[config.mk]
export PLATFORM = sky130hd
export DESIGN_NAME = nabp_shift_sequencer_flat
export DESIGN_NICKNAME = d
export VERILOG_FILES = /design/src/rtl/nabp_shift_sequencer_pkg.sv /design/src/rtl/nabp_shift_sequencer_if.sv /design/src/rtl/nabp_angle_step_rom.sv /design/src/rtl/nabp_shift_sequencer.sv /design/src/flat_wrapper.sv
export SDC_FILE = /design/constraint.sdc
export NUM_CORES = 1
export LEC_CHECK = 0
export ABC_AREA = 0
export ABC_CLOCK_PERIOD_IN_PS = 2600
export CORE_MARGIN = 2
export CORE_UTILIZATION = 46
export CTS_CLUSTER_DIAMETER = 200
export DETAILED_ROUTE_END_ITERATION = 8
export GPL_ROUTABILITY_DRIVEN = 0
export PLACE_DENSITY = 0.71
export SLEW_MARGIN = 10
export SYNTH_ARGS = -nofsm -noshare
export SYNTH_HDL_FRONTEND = slang
export SYNTH_SLANG_ARGS = --single-unit
[constraint.sdc]
create_clock -name clk -period 2.6 [get_ports clk]
set_clock_uncertainty 0.2 [all_clocks]
set_input_delay 0.52 -clock clk [delete_from_list [all_inputs] [get_ports clk]]
set_output_delay 0.52 -clock clk [all_outputs]
set_load 0.01 [all_outputs]
[src/rtl/nabp_shift_sequencer_pkg.sv]
// nabp_shift_sequencer_pkg: shared frame/accumulator config, sequencer states and the per-angle step table.
package nabp_shift_sequencer_pkg;
    localparam int NABP_ANGLE_LEN = 180;
    localparam int NABP_ANGLE_W   = 8;
    localparam int NABP_ACCU_W    = 16;
    localparam int NABP_ACCU_FRAC = 8;

    typedef enum logic [2:0] {
        ST_IDLE,
        ST_LOOKUP,
        ST_WAIT_LINE,
        ST_FILL,
        ST_FILL_WAIT,
        ST_SHIFT,
        ST_SHIFT_WAIT,
        ST_ADVANCE
    } seq_state_e;

    // |tan| of the angle folded into [0,45] deg via a Pade approximant in Q16, rescaled to frac bits
    function automatic longint accu_step(input int idx, input int len, input int frac);
        longint m;
        longint x;
        longint x2;
        m  = (longint'(idx) * 180000 / len) % 90000;
        m  = (m > 45000) ? 90000 - m : m;
        x  = m * 205887 / 180000;
        x2 = x * x;
        return (x * ((longint'(15) <<< 32) - x2) / ((longint'(15) <<< 32) - 6 * x2)) >>> (16 - frac);
    endfunction
endpackage

[src/rtl/nabp_shift_sequencer_if.sv]
// nabp_shift_sequencer_if: frame control, filtered-line gate and shifter fill/shift handshake.
interface nabp_shift_sequencer_if
    import nabp_shift_sequencer_pkg::*;
#(
    parameter int ANGLE_W = NABP_ANGLE_W,
    parameter int ACCU_W  = NABP_ACCU_W
) ();
    logic               frame_kick;
    logic               frame_done;
    logic               busy;
    logic               fr_line_ready;
    logic [ANGLE_W-1:0] fr_angle;
    logic               sh_fill_kick;
    logic               sh_shift_kick;
    logic [ACCU_W-1:0]  sh_accu_base;
    logic               sh_fill_done;
    logic               sh_shift_done;
    logic               proto_err;

    modport master (
        input  frame_kick, fr_line_ready, sh_fill_done, sh_shift_done,
        output frame_done, busy, fr_angle, sh_fill_kick, sh_shift_kick, sh_accu_base, proto_err
    );

    modport slave (
        output frame_kick, fr_line_ready, sh_fill_done, sh_shift_done,
        input  frame_done, busy, fr_angle, sh_fill_kick, sh_shift_kick, sh_accu_base, proto_err
    );
endinterface

[src/rtl/nabp_angle_step_rom.sv]
// nabp_angle_step_rom: synchronous per-angle accumulator-step ROM, one-cycle read latency.
module nabp_angle_step_rom
    import nabp_shift_sequencer_pkg::*;
#(
    parameter int                          ANGLE_LEN = NABP_ANGLE_LEN,
    parameter int                          ANGLE_W   = NABP_ANGLE_W,
    parameter int                          ACCU_W    = NABP_ACCU_W,
    parameter int                          ACCU_FRAC = NABP_ACCU_FRAC,
    parameter bit                          USE_TABLE = 1'b1,
    parameter logic [ANGLE_LEN*ACCU_W-1:0] ROM_INIT  = '0
) (
    input  logic               clk,
    input  logic               reset_n,
    input  logic               rd_en,
    input  logic [ANGLE_W-1:0] addr,
    output logic [ACCU_W-1:0]  data
);
    logic [ACCU_W-1:0] rom [2**ANGLE_W];
    logic [ACCU_W-1:0] data_q;
    logic [ACCU_W-1:0] data_d;

    // Entries past ANGLE_LEN are unreachable; pad to the full address space
    for (genvar g = 0; g < 2**ANGLE_W; g++) begin : g_rom
        if (g >= ANGLE_LEN) begin : g_pad
            assign rom[g] = '0;
        end else if (USE_TABLE) begin : g_tab
            assign rom[g] = ACCU_W'(accu_step(g, ANGLE_LEN, ACCU_FRAC));
        end else begin : g_init
            assign rom[g] = ROM_INIT[g*ACCU_W +: ACCU_W];
        end
    end

    always_comb data_d = rd_en ? rom[addr] : data_q;

    always_ff @(posedge clk) data_q <= reset_n ? data_d : '0;

    assign data = data_q;
endmodule

[src/rtl/nabp_shift_sequencer.sv]
// nabp_shift_sequencer: walks every projection angle, issuing fill then shift kicks to the shifter
// and waiting for each done pulse; flags done pulses that arrive outside their wait state.
module nabp_shift_sequencer
    import nabp_shift_sequencer_pkg::*;
#(
    parameter int                          ANGLE_LEN = NABP_ANGLE_LEN,
    parameter int                          ANGLE_W   = NABP_ANGLE_W,
    parameter int                          ACCU_W    = NABP_ACCU_W,
    parameter int                          ACCU_FRAC = NABP_ACCU_FRAC,
    parameter bit                          USE_TABLE = 1'b1,
    parameter logic [ANGLE_LEN*ACCU_W-1:0] ROM_INIT  = '0
) (
    input  logic                  clk,
    input  logic                  reset_n,
    nabp_shift_sequencer_if.master bus
);
    seq_state_e         state_q;
    seq_state_e         state_d;
    logic [ANGLE_W-1:0] angle_q;
    logic [ANGLE_W-1:0] angle_d;
    logic               proto_err_q;
    logic               proto_err_d;
    logic               last;

    assign last = angle_q == ANGLE_W'(ANGLE_LEN - 1);

    always_comb begin
        state_d     = state_q;
        angle_d     = angle_q;
        proto_err_d = proto_err_q
                    | (bus.sh_fill_done  & (state_q != ST_FILL_WAIT))
                    | (bus.sh_shift_done & (state_q != ST_SHIFT_WAIT));
        case (state_q)
            ST_IDLE: begin
                state_d = bus.frame_kick ? ST_LOOKUP : ST_IDLE;
                angle_d = '0;
            end
            ST_LOOKUP:     state_d = ST_WAIT_LINE;
            ST_WAIT_LINE:  state_d = bus.fr_line_ready ? ST_FILL : ST_WAIT_LINE;
            ST_FILL:       state_d = ST_FILL_WAIT;
            ST_FILL_WAIT:  state_d = bus.sh_fill_done ? ST_SHIFT : ST_FILL_WAIT;
            ST_SHIFT:      state_d = ST_SHIFT_WAIT;
            ST_SHIFT_WAIT: state_d = bus.sh_shift_done ? ST_ADVANCE : ST_SHIFT_WAIT;
            ST_ADVANCE: begin
                state_d = last ? ST_IDLE : ST_LOOKUP;
                angle_d = last ? '0 : angle_q + 1'b1;
            end
            default:       state_d = ST_IDLE;
        endcase
    end

    always_ff @(posedge clk) begin
        if (!reset_n) begin
            state_q     <= ST_IDLE;
            angle_q     <= '0;
            proto_err_q <= 1'b0;
        end else begin
            state_q     <= state_d;
            angle_q     <= angle_d;
            proto_err_q <= proto_err_d;
        end
    end

    // Step is only reloaded in LOOKUP, so it holds from the fill kick through shift_done
    nabp_angle_step_rom #(
        .ANGLE_LEN (ANGLE_LEN),
        .ANGLE_W   (ANGLE_W),
        .ACCU_W    (ACCU_W),
        .ACCU_FRAC (ACCU_FRAC),
        .USE_TABLE (USE_TABLE),
        .ROM_INIT  (ROM_INIT)
    ) u_rom (
        .clk     (clk),
        .reset_n (reset_n),
        .rd_en   (state_q == ST_LOOKUP),
        .addr    (angle_q),
        .data    (bus.sh_accu_base)
    );

    assign bus.frame_done    = (state_q == ST_ADVANCE) && last;
    assign bus.busy          = state_q != ST_IDLE;
    assign bus.fr_angle      = angle_q;
    assign bus.sh_fill_kick  = state_q == ST_FILL;
    assign bus.sh_shift_kick = state_q == ST_SHIFT;
    assign bus.proto_err     = proto_err_q;
endmodule

[src/flat_wrapper.sv]
// flat-port wrapper written by rule: the top's interface ports become plain ports
module nabp_shift_sequencer_flat import nabp_shift_sequencer_pkg::*;
#(
    parameter int                          ANGLE_LEN = NABP_ANGLE_LEN,
    parameter int                          ANGLE_W   = NABP_ANGLE_W,
    parameter int                          ACCU_W    = NABP_ACCU_W,
    parameter int                          ACCU_FRAC = NABP_ACCU_FRAC,
    parameter bit                          USE_TABLE = 1'b1,
    parameter logic [ANGLE_LEN*ACCU_W-1:0] ROM_INIT  = '0
)
  (clk, reset_n, bus_frame_kick, bus_fr_line_ready, bus_sh_fill_done, bus_sh_shift_done, bus_frame_done, bus_busy, bus_fr_angle, bus_sh_fill_kick, bus_sh_shift_kick, bus_sh_accu_base, bus_proto_err);
  nabp_shift_sequencer_if #(.ANGLE_W(ANGLE_W), .ACCU_W(ACCU_W)) bus_i ();
  input  logic clk;
  input  logic reset_n;
  input wire logic [$bits(bus_i.frame_kick)-1:0] bus_frame_kick;
  input wire logic [$bits(bus_i.fr_line_ready)-1:0] bus_fr_line_ready;
  input wire logic [$bits(bus_i.sh_fill_done)-1:0] bus_sh_fill_done;
  input wire logic [$bits(bus_i.sh_shift_done)-1:0] bus_sh_shift_done;
  output wire logic [$bits(bus_i.frame_done)-1:0] bus_frame_done;
  output wire logic [$bits(bus_i.busy)-1:0] bus_busy;
  output wire logic [$bits(bus_i.fr_angle)-1:0] bus_fr_angle;
  output wire logic [$bits(bus_i.sh_fill_kick)-1:0] bus_sh_fill_kick;
  output wire logic [$bits(bus_i.sh_shift_kick)-1:0] bus_sh_shift_kick;
  output wire logic [$bits(bus_i.sh_accu_base)-1:0] bus_sh_accu_base;
  output wire logic [$bits(bus_i.proto_err)-1:0] bus_proto_err;
  assign bus_i.frame_kick = bus_frame_kick;
  assign bus_i.fr_line_ready = bus_fr_line_ready;
  assign bus_i.sh_fill_done = bus_sh_fill_done;
  assign bus_i.sh_shift_done = bus_sh_shift_done;
  assign bus_frame_done = bus_i.frame_done;
  assign bus_busy = bus_i.busy;
  assign bus_fr_angle = bus_i.fr_angle;
  assign bus_sh_fill_kick = bus_i.sh_fill_kick;
  assign bus_sh_shift_kick = bus_i.sh_shift_kick;
  assign bus_sh_accu_base = bus_i.sh_accu_base;
  assign bus_proto_err = bus_i.proto_err;
  nabp_shift_sequencer #(.ANGLE_LEN(ANGLE_LEN), .ANGLE_W(ANGLE_W), .ACCU_W(ACCU_W), .ACCU_FRAC(ACCU_FRAC), .USE_TABLE(USE_TABLE), .ROM_INIT(ROM_INIT)) u_core (.clk(clk), .reset_n(reset_n), .bus(bus_i));
endmodule
After elaboration in Yosys (flattened, before gate mapping)
Memories as Yosys holds them, arrays and structs flattened. A register that Yosys moved wholly into a read port is not among the register bits.
Cells that the tools add are included.
{"block": "word_totals", "register_bits": 12, "output_inout_bits": 29, "wordCells": 33, "mem_count": 1, "input_bits": 6, "romBits": 4096}
{"memory": "(name not given)", "words": 256, "width": 16, "rd": 1, "rd_ports_with_merged_regs": 1, "write_ports": 0, "line": "nabp_angle_step_rom.sv:33", "text": "always_comb data_d = rd_en ? rom[addr] : data_q;"}
{"block": "op_classes", "add_sub_neg": 1, "reduce_logical": 5, "eq_ne": 10, "muxes": 8, "bitwise_logic": 5}
{"cell": "3-bit one-hot mux with 8 select lines", "count": 1}
{"cell": "8-bit one-hot mux with 2 select lines", "count": 1}
{"cell": "3-bit == test, second input constant", "count": 4}
{"cell": "8-bit inverter with 9-bit output", "count": 1}
{"cell": "8-bit by 1-bit adder with 8-bit output, second input constant", "count": 1}
{"cell": "8-bit == test, second input constant", "count": 1}
{"cell": "8-bit 2-to-1 mux", "count": 1}
{"cell": "3-bit by 2-bit == test with 1-bit output, second input constant", "count": 2}
{"cell": "3-bit != test, second input constant", "count": 2}
{"cell": "1-bit 2-to-1 mux", "count": 5}
{"cell": "3-bit by 1-bit == test with 1-bit output, second input constant", "count": 1}
{"cell": "3-bit logical NOT", "count": 1}
{"cell": "3-bit nonzero test", "count": 1}
{"cell": "1-bit AND", "count": 2}
{"cell": "1-bit bitwise OR", "count": 2}
{"cell": "2-bit nonzero test", "count": 1}
{"cell": "1-bit logical AND", "count": 1}
{"cell": "1-bit logical NOT", "count": 1}

Longest topological paths before layout
Gate-level depths: netlist (run 1).
{"block": "depth", "ltp_word": 4, "depth_mapped": 10, "ltp_nobuf": 8}

Hierarchy
From an unflattened synthesis (run 1), not the netlist that was laid out.
{"block": "unflattened", "hier_cells": 449, "hier_area_um2": 3064.2}
{"mod": "nabp_angle_step_rom", "area_each_um2": 2394.8, "cells_per_inst": 371, "seq_area_each_um2": 160.2, "n_inst": 1}
{"mod": "nabp_shift_sequencer", "area_each_um2": 669.4, "cells_per_inst": 78, "seq_area_each_um2": 240.2, "n_inst": 1}

Worst setup path after synthesis (run 1)
No wires, ideal clock.
{"block": "synth_timing", "path_kind": "reg-to-reg", "startpoint": "register u_core.angle_q[1], in the netlist u_core.bus.fr_angle[1]", "endpoint": "register u_core.u_rom.data_q[3], in the netlist u_core.u_rom.data[3]", "setup_ns": 0.117, "synth_period_minus_slack_ns": 2.729, "stages_incl_launch_ff": 10, "path_buffers": 2, "arrival_time_ns": 2.412, "t_required_ns": 2.283, "path_slack_ns": -0.129, "path_cell_list": "dfxtp_1 -> buf_4 -> inv_1 -> ha_1 -> clkbuf_1 -> mux2i_1 -> mux4_2 -> nand2_1 -> nand3_1 -> a32o_1"}
{"block": "synth_between", "elab_chain_cells": 1}
{"element": "from (decl)", "line": "nabp_shift_sequencer.sv:19", "text": "logic [ANGLE_W-1:0] angle_q;"}
{"element": "from (signal assigned)", "line": "nabp_shift_sequencer.sv:59", "text": "angle_q <= angle_d;"}
{"element": "8-bit inverter with 9-bit output (implied by the code)", "line": "nabp_angle_step_rom.sv:33"}
{"element": "to (decl)", "line": "nabp_angle_step_rom.sv:19", "text": "logic [ACCU_W-1:0] data_q;"}
No other way between the ends.
A chain may end at the register's enable or synchronous reset.

Worst setup path after layout (run 1)
Same ends and word-level chain as after synthesis.

==> results of run 1 <==
==> worst min-delay path by stage <==
| stage | from | slack (ns) | end | cells past startpoint |
|---|---|---|---|---|
| after floorplan | u_core.u_rom.data[2]$_SDFFE_PN0P_ | 0.30 | u_core.u_rom.data[2]$_SDFFE_PN0P_ | 2 |
| after CTS | u_core.bus.proto_err$_SDFF_PN0_ | 0.29 | u_core.bus.proto_err$_SDFF_PN0_ | 2 |
| after global routing | u_core.u_rom.data[4]$_SDFFE_PN0P_ | 0.32 | u_core.u_rom.data[4]$_SDFFE_PN0P_ | 1 |
| final | u_core.bus.proto_err$_SDFF_PN0_ | 0.28 | u_core.bus.proto_err$_SDFF_PN0_ | 2 |
| after global placement | u_core.bus.proto_err$_SDFF_PN0_ | 0.25 | u_core.bus.proto_err$_SDFF_PN0_ | 2 |
| after detailed placement | u_core.bus.proto_err$_SDFF_PN0_ | 0.27 | u_core.bus.proto_err$_SDFF_PN0_ | 2 |
==> routing by layer <==
layer / routed length (um) / GRT usage (%) / vias to the layer above / part of all wire (%)
met4: 433 / 11.8 / 0 / 4.2
met5: 0 / 0 / - / 0
li1: - / - / 1560 / -
met2: 4450 / 44.5 / 309 / 43
met3: 1350 / 7.03 / 57 / 13
met1: 4010 / 40.7 / 1566 / 39
==> Yosys cell counts (8+ instances only) <==
cell type	count	share of area [%]
inv_1	10	1.3
nor2_1	43	5.7
ha_1	15	6.6
a21oi_1	30	5.3
a31oi_1	13	2.8
clkbuf_1	15	2.0
buf_4	12	3.2
buf_2	16	2.8
dfxtp_1	20	14
nand3_1	9	1.6
o21ai_0	28	4.9
nor3_1	9	1.6
o2111ai_1	8	2.5
or3_1	8	1.8
nand2_1	30	3.9
nor2b_1	9	2.0
o211ai_1	9	2.4
==> power by group through the flow <==
stage | combinational, W | sequential [W] | clock (W)
after floorplan | 0.000146 | 0.000359 | 0
after CTS | 0.000227 | 0.000363 | 0.000338
after global routing | 0.000249 | 0.000369 | 0.000355
after detailed placement | 0.000223 | 0.000370 | 0
after global placement | 0.000225 | 0.000369 | 0
final | 0.000230 | 0.000361 | 0.000338
==> through the flow <==
step	cells	util, %
after floorplan	414	-
after detailed placement	503	54.7
after global routing	508	56.2
after global placement	503	54.7
final	508	56.2
after CTS	508	56.0
==> flip-flops by register name, summed over array words and instances, names as in the netlist <==
| register | count |
|---|---|
| u_core.bus.proto_err | 1 |
| u_core.bus.fr_angle | 8 |
| u_core.state_q | 3 |
| u_core.u_rom.data | 8 |
==> critical path, stage by stage (launching register included) <==
cell and delay, ns:
dfxtp_2 0.38, inv_1 0.12, ha_1 0.31, buf_4 0.20, nor3b_1 0.44, nor3_1 0.11, o32ai_1 0.24, o311ai_1 0.15
a32o_1 0.28
==> cells by family after synthesis <==
logic type / after synthesis / synth area share (%)
xor gates and xnor gates: 7 / 2.15
AOI/OAI and AO/OA: 156 / 37.3
buffers and inverters: 61 / 11.1
and+or+nand+nor: 135 / 22.7
adders and majority gates: 15 / 6.57
DFF: 20 / 14.0
muxes: 12 / 6.00
other: 1 / 0.131
==> area by class of cell <==
cell class                 instances  area share (%)
inverter                          13            1.46
clock buffer                       3            1.23
tap                               75            2.80
multi-input combinational        333            65.0
timing repair buffer              63            16.4
sequential                        20            12.2
clock inverter                     1           0.897
==> cell usage in the layout, fill, tap and decap left out, types with 10 or more instances in the layout <==
cell type	count
a21oi_1	30
a31oi_1	13
buf_4	36
clkdlybuf4s50_1	25
dfxtp_1	16
ha_1	12
inv_1	10
nand2_1	30
nor2_1	43
o21ai_0	28
==> what timing repair did <==
item,in CTS,in global routing
pin swaps,1,0
buffers inserted,1,0
resized for setup,2,5
setup endpoints to repair,1,4
==> impl_results.md, run 1 <==
- Max_cap viols: 0
- FF-to-FF Start: u_core.bus.fr_angle[1]$_SDFFE_PN0P_
- Placed Instance Area: 0.00326 mm2
- Core area: 0.00596 mm2
- IO Port Bufs: 26
- Nets@finish: 455
- R2R cell count: 8
- CTS tree: done
- Iteration-0 DRC Markers: 706
- Synth Register Bits: 20
- Crit path arrival time: 2.52 ns
- CTS sink cnt: 20
- Pint: 0.000642 W
- Cell variety after synth: 68
- Final hold vios: 0
- Status: finished clean
- DRC errors left: 0
- CP startpoint: u_core.bus.fr_angle[1]$_SDFFE_PN0P_
- Synthesized netlist cell count: 407
- PnR worst setup slack: 0.0571 ns
- Crit path kind: flop to flop
- FF-to-FF setup slack: 0.06 ns
- First-pass GRT wire length: 15,500 um
- Cts-stage hold buffer count: 0
- Final max-slew violation count: 0
- Min cycle time layout: 2.54 ns
- Largest net degree at the start of global routing: 36
- Fin crit share: 97.8%
- Min Hold Slack: 0.277 ns
- Skew-Pair Late Insertion Delay: 0.27 ns
- Ant. Diodes: 0
- Max-slew headroom: 59.6%
- # setup viols final: 0
- FMAX: 393 MHz
- Crit path max fanout: 6
- Starting Density: 47.9%
- Root buf cell: clkbuf_8
- Hold Crit Class: flop to flop
- P_sw: 0.000287 W
- Worst Setup EP: u_core.u_rom.data[3]$_SDFFE_PN0P_
- Die width: 82.8 um
- Pre-CTS setup slack: 0.0683 ns
- Pwr dens: 278 mW/mm2
- Number of vias per cell: 6.87
- Sw Ratio: 30.9%
- Detailed Place HPWL: 7190 um
- Startpoint Class: flop
- WL per Instance: 20.2 um
- Logic gate share of total power: 24.7%
- YS warnings: 0
- Maximum vdd drop: 0.394 mV
- Flop pwr share: 38.9%
- Worst setup EP type: flop
- CTS max path bufs: 2
- Total power: 0.000929 W
- Post-synth EDFFs: 0
- Sequential cell area fraction in the yosys report: 14.0%
- Die H: 82.8 um
- Actual slew at the worst max-slew pin: 0.606 ns
- Clk slew on worst S/H paths: 0.09 ns
- Die footprint: 0.00685 mm2
- Area occupied by multi-input gates: 0.00218 mm2
- Final TNS setup: 0 ns
- Initial antenna violation count: 0
- # rows: 28
- H-tree depth: 1
- Main synth FF type: dfxtp_1
- Critical path required time: 2.58 ns
- Total number of vias: 3,492
- Synthesized area: 0.00286 mm2
- Final non-filler cell area: 0.00335 mm2
- RR Endpoint: u_core.u_rom.data[3]$_SDFFE_PN0P_
- CTS buffer count: 3
- Ports: 35
- RSZ-0062 raised after global routing: false
- Area Growth Syn to Fin: 17.2%
- Post-Route WL: 10,200 um
- Ys async rst share: 0%
- Final ANT Viol Nets: 0
- Layout cells sized above 1: 14.1%
- Filler cell count: 574
- Pre-Repair DR Iteration Count: 6
- Number of global-route vias before repair: 2,966
- Gr ovfl total: 0
- Total track usage: 29.6%
- Leakage: 1.19 nW
- FF+latch area: 408 um2
- Clock share of power: 36.4%
- Post-Syn Area per Cell: 7.02 um2
(Power assumes the default switching activity.)
==> run 2, diff against run 1 <==
GPL_TIMING_DRIVEN = 0   (was not set)
==> run 2 against run 1 <==
  * The run now ends with design-rule violations left
  * Final area grew 8.4%
  * Fmax shrank 0.82%
  * Largest power group unchanged
  * Sequential share of layout area shrank 0.91 points
  * Wire length grew 18%
  * Critical path depth shrank 1
  * First-iteration DRC count grew 45%
  * Utilization grew 4.7 points
  * Register-to-register slack lost 0.02 ns
  * Highest routed layer unchanged
  * Critical path type unchanged
==> impl_results.md, run 2 (same netlist as run 1, synthesis figures left out) <==
- Number of vias per cell: 7.17 (was 6.87)
- Max_cap viols: 0 (unchanged)
- Area Growth Syn to Fin: 27.0% (was 17.2%)
- Failing checks: design-rule violations
- CTS max path bufs: 2 (unchanged)
- Starting Density: 47.9% (unchanged)
- Fin crit share: 98.6% (was 97.8%)
- Cts-stage hold buffer count: 0 (unchanged)
- Hold Crit Class: flop to flop (unchanged)
- R2R cell count: 7 (was 8)
- Min cycle time layout: 2.56 ns (was 2.54 ns)
- Hold Path Sink: u_core.u_rom.data[2]$_SDFFE_PN0P_ (was u_core.bus.proto_err$_SDFF_PN0_)
- # rows: 28 (unchanged)
- Nets@finish: 481 (was 455)
- Initial antenna violation count: 0 (unchanged)
- Sw Ratio: 32.1% (was 30.9%)
- Actual slew at the worst max-slew pin: 0.747 ns (was 0.606 ns)
- Flop pwr share: 41.0% (was 38.9%)
- Layout cells sized above 1: 21.6% (was 14.1%)
- Final ANT Viol Nets: 0 (unchanged)
- Maximum vdd drop: 0.422 mV (was 0.394 mV)
- Die H: 82.8 um (unchanged)
- WL per Instance: 22.7 um (was 20.2 um)
- Min Hold Slack: 0.274 ns (was 0.277 ns)
- Skew-Pair Late Insertion Delay: 0.26 ns (was 0.27 ns)
- Startpoint Class: flop (unchanged)
- Most common cell after layout, fill and taps aside: nor2_1 (unchanged)
- CTS tree: done (unchanged)
- # setup viols final: 0 (unchanged)
- P_sw: 0.000274 W (was 0.000287 W)
- FF-to-FF setup slack: 0.04 ns (was 0.06 ns)
- Hold path cells: 2 (unchanged)
- FMAX: 390 MHz (was 393 MHz)
- Gr ovfl total: 0 (unchanged)
- CP cell instances: buf_2 > clkbuf_1 > nand3_1 > o2111ai_1 > nand4_1 > a311o_1 > a21oi_1 (was inv_1 > ha_1 > buf_4 > nor3b_1 > nor3_1 > o32ai_1 > o311ai_1 > a32o_1)
- Clk slew on worst S/H paths: 0.08 ns (was 0.09 ns)
- Critical path's slowest cell: dfxtp_1 (was nor3b_1)
- Die footprint: 0.00685 mm2 (unchanged)
- Worst setup EP type: flop (unchanged)
- Pint: 0.000578 W (was 0.000642 W)
- CTS sink cnt: 20 (unchanged)
- Final max-slew violation count: 0 (unchanged)
- First-pass GRT wire length: 18,000 um (was 15,500 um)
- Total number of vias: 3,829 (was 3,492)
- CP Buf/Inv Count: 2 (unchanged)
- Detailed Place HPWL: 8030 um (was 7190 um)
- Leakage: 1.30 nW (was 1.19 nW)
- Hold_sp: u_core.u_rom.data[2]$_SDFFE_PN0P_ (was u_core.bus.proto_err$_SDFF_PN0_)
- Delay-heaviest family, CP: buffers and inverters (was compound AO/OA/AOI/OAI gates)
- Core area: 0.00596 mm2 (unchanged)
- Max-slew headroom: 49.9% (was 59.6%)
- Iteration-0 DRC Markers: 1,023 (was 706)
- Pre-Repair DR Iteration Count: 9 (was 6)
- Status: finished with violations (was finished clean)
- Final hold vios: 0 (unchanged)
- Crit path max fanout: 10 (was 6)
- IO Port Bufs: 26 (unchanged)
- Number of global-route vias before repair: 3,497 (was 2,966)
- Logic gate share of total power: 30.0% (was 24.7%)
- RSZ-0062 raised after global routing: true (was false)
- H-tree depth: 1 (unchanged)
- Crit path arrival time: 2.56 ns (was 2.52 ns)
- RR Endpoint: u_core.u_rom.data[0]$_SDFFE_PN0P_ (was u_core.u_rom.data[3]$_SDFFE_PN0P_)
- Layout Utilization: 60.9% (was 56.2%)
- Largest net degree at the start of global routing: 13 (was 36)
- Critical path required time: 2.59 ns (was 2.58 ns)
- Ports: 35 (unchanged)
- Die width: 82.8 um (unchanged)
- Filler cell count: 573 (was 574)
- Most frequent cells in the layout: nor2_1, nand2_1, a21oi_1, buf_4, o21ai_0 (was nor2_1, buf_4, nand2_1, a21oi_1, o21ai_0)
- Clock share of power: 29.0% (was 36.4%)
- CTS buffer count: 3 (unchanged)
- FF-to-FF Start: u_core.bus.fr_angle[3]$_SDFFE_PN0P_ (was u_core.bus.fr_angle[1]$_SDFFE_PN0P_)
- Total track usage: 34.9% (was 29.6%)
- Crit path kind: flop to flop (unchanged)
- Ant. Diodes: 0 (unchanged)
- DRC errors left: 1 (was 0)
- Delay of the slowest critical-path stage: 0.59 ns (was 0.44 ns)
- Post-Route WL: 12,100 um (was 10,200 um)
- Pwr dens: 235 mW/mm2 (was 278 mW/mm2)
- Root buf cell: clkbuf_8 (unchanged)
[run 2: cell count changes in the layout (fill, tap and decap cells not counted), moves of 4 or more]
cell,previous run,this run
buf_6,0,4
buf_2,0,13
o311ai_2,0,4
buf_4,36,28
clkbuf_1,0,10
o311ai_1,6,2
[run 2: worst max-delay path by stage]
stage                                              to                                 from  depth (start not counted)
floorplan           u_core.u_rom.data[4]$_SDFFE_PN0P_  u_core.bus.fr_angle[0]$_SDFFE_PN0P_                         10
global placement    u_core.u_rom.data[3]$_SDFFE_PN0P_  u_core.bus.fr_angle[1]$_SDFFE_PN0P_                         10
detailed placement  u_core.u_rom.data[3]$_SDFFE_PN0P_  u_core.bus.fr_angle[1]$_SDFFE_PN0P_                         10
CTS                 u_core.u_rom.data[3]$_SDFFE_PN0P_  u_core.bus.fr_angle[0]$_SDFFE_PN0P_                         10
global route        u_core.u_rom.data[4]$_SDFFE_PN0P_  u_core.bus.fr_angle[1]$_SDFFE_PN0P_                          8
finish              u_core.u_rom.data[0]$_SDFFE_PN0P_  u_core.bus.fr_angle[3]$_SDFFE_PN0P_                          7
[run 2: area by class of cell]
class	instances	area, um2	share of cell area [%]
plain buffers	46	305	8.42
flip-flops and latches	20	409	11.3
inverters	13	56.3	1.55
clock buffers	4	55.1	1.52
well taps	75	93.8	2.59
multi-input cells	333	2320	64.0
repair buffers	43	387	10.7
[run 2: power by group through the flow]
stage	registers [W]	logic, W	clock network [W]
finish	0.000349	0.000255	0.000247
global route	0.000353	0.000277	0.000262
CTS	0.000345	0.000250	0.000246
detailed placement	0.000354	0.000248	0
global placement	0.000353	0.000244	0
floorplan	0.000359	0.000146	0
[run 2: timing repair]
action,4_1_cts,5_1_grt
setup endpoints to repair,7,8
pin swaps,2,6
resized for setup,23,35
hold endpoints to repair,0,0
buffers inserted,8,9
[run 2: per-layer routing]
layer,vias to the layer above,track usage [%],routed length [um]
met2,396,49.5,4900
met1,1694,43.9,4480
li1,1612,-,-
met5,-,0,0
met4,0,18.5,862
met3,127,15.7,1860
[run 2: metrics by stage]
stage                     cell area, um2  power (W)  setup WS (ns)  std cells  TNS (ns)
after global routing                3630   0.000892        -0.0289        534   -0.0423
after detailed placement            3240   0.000601         -0.464        515     -2.14
after CTS                           3440   0.000841         0.0119        526         0
after global placement              3240   0.000598         -0.398        515     -1.94
final                               3630   0.000851         0.0361        534         0
after floorplan                     2890   0.000505         0.0136        414         0
[run 2: worst min-delay path: stages (launching register included)]
cell      delay, ns
dfxtp_1        0.33
nand2_1        0.05
o211ai_1       0.06
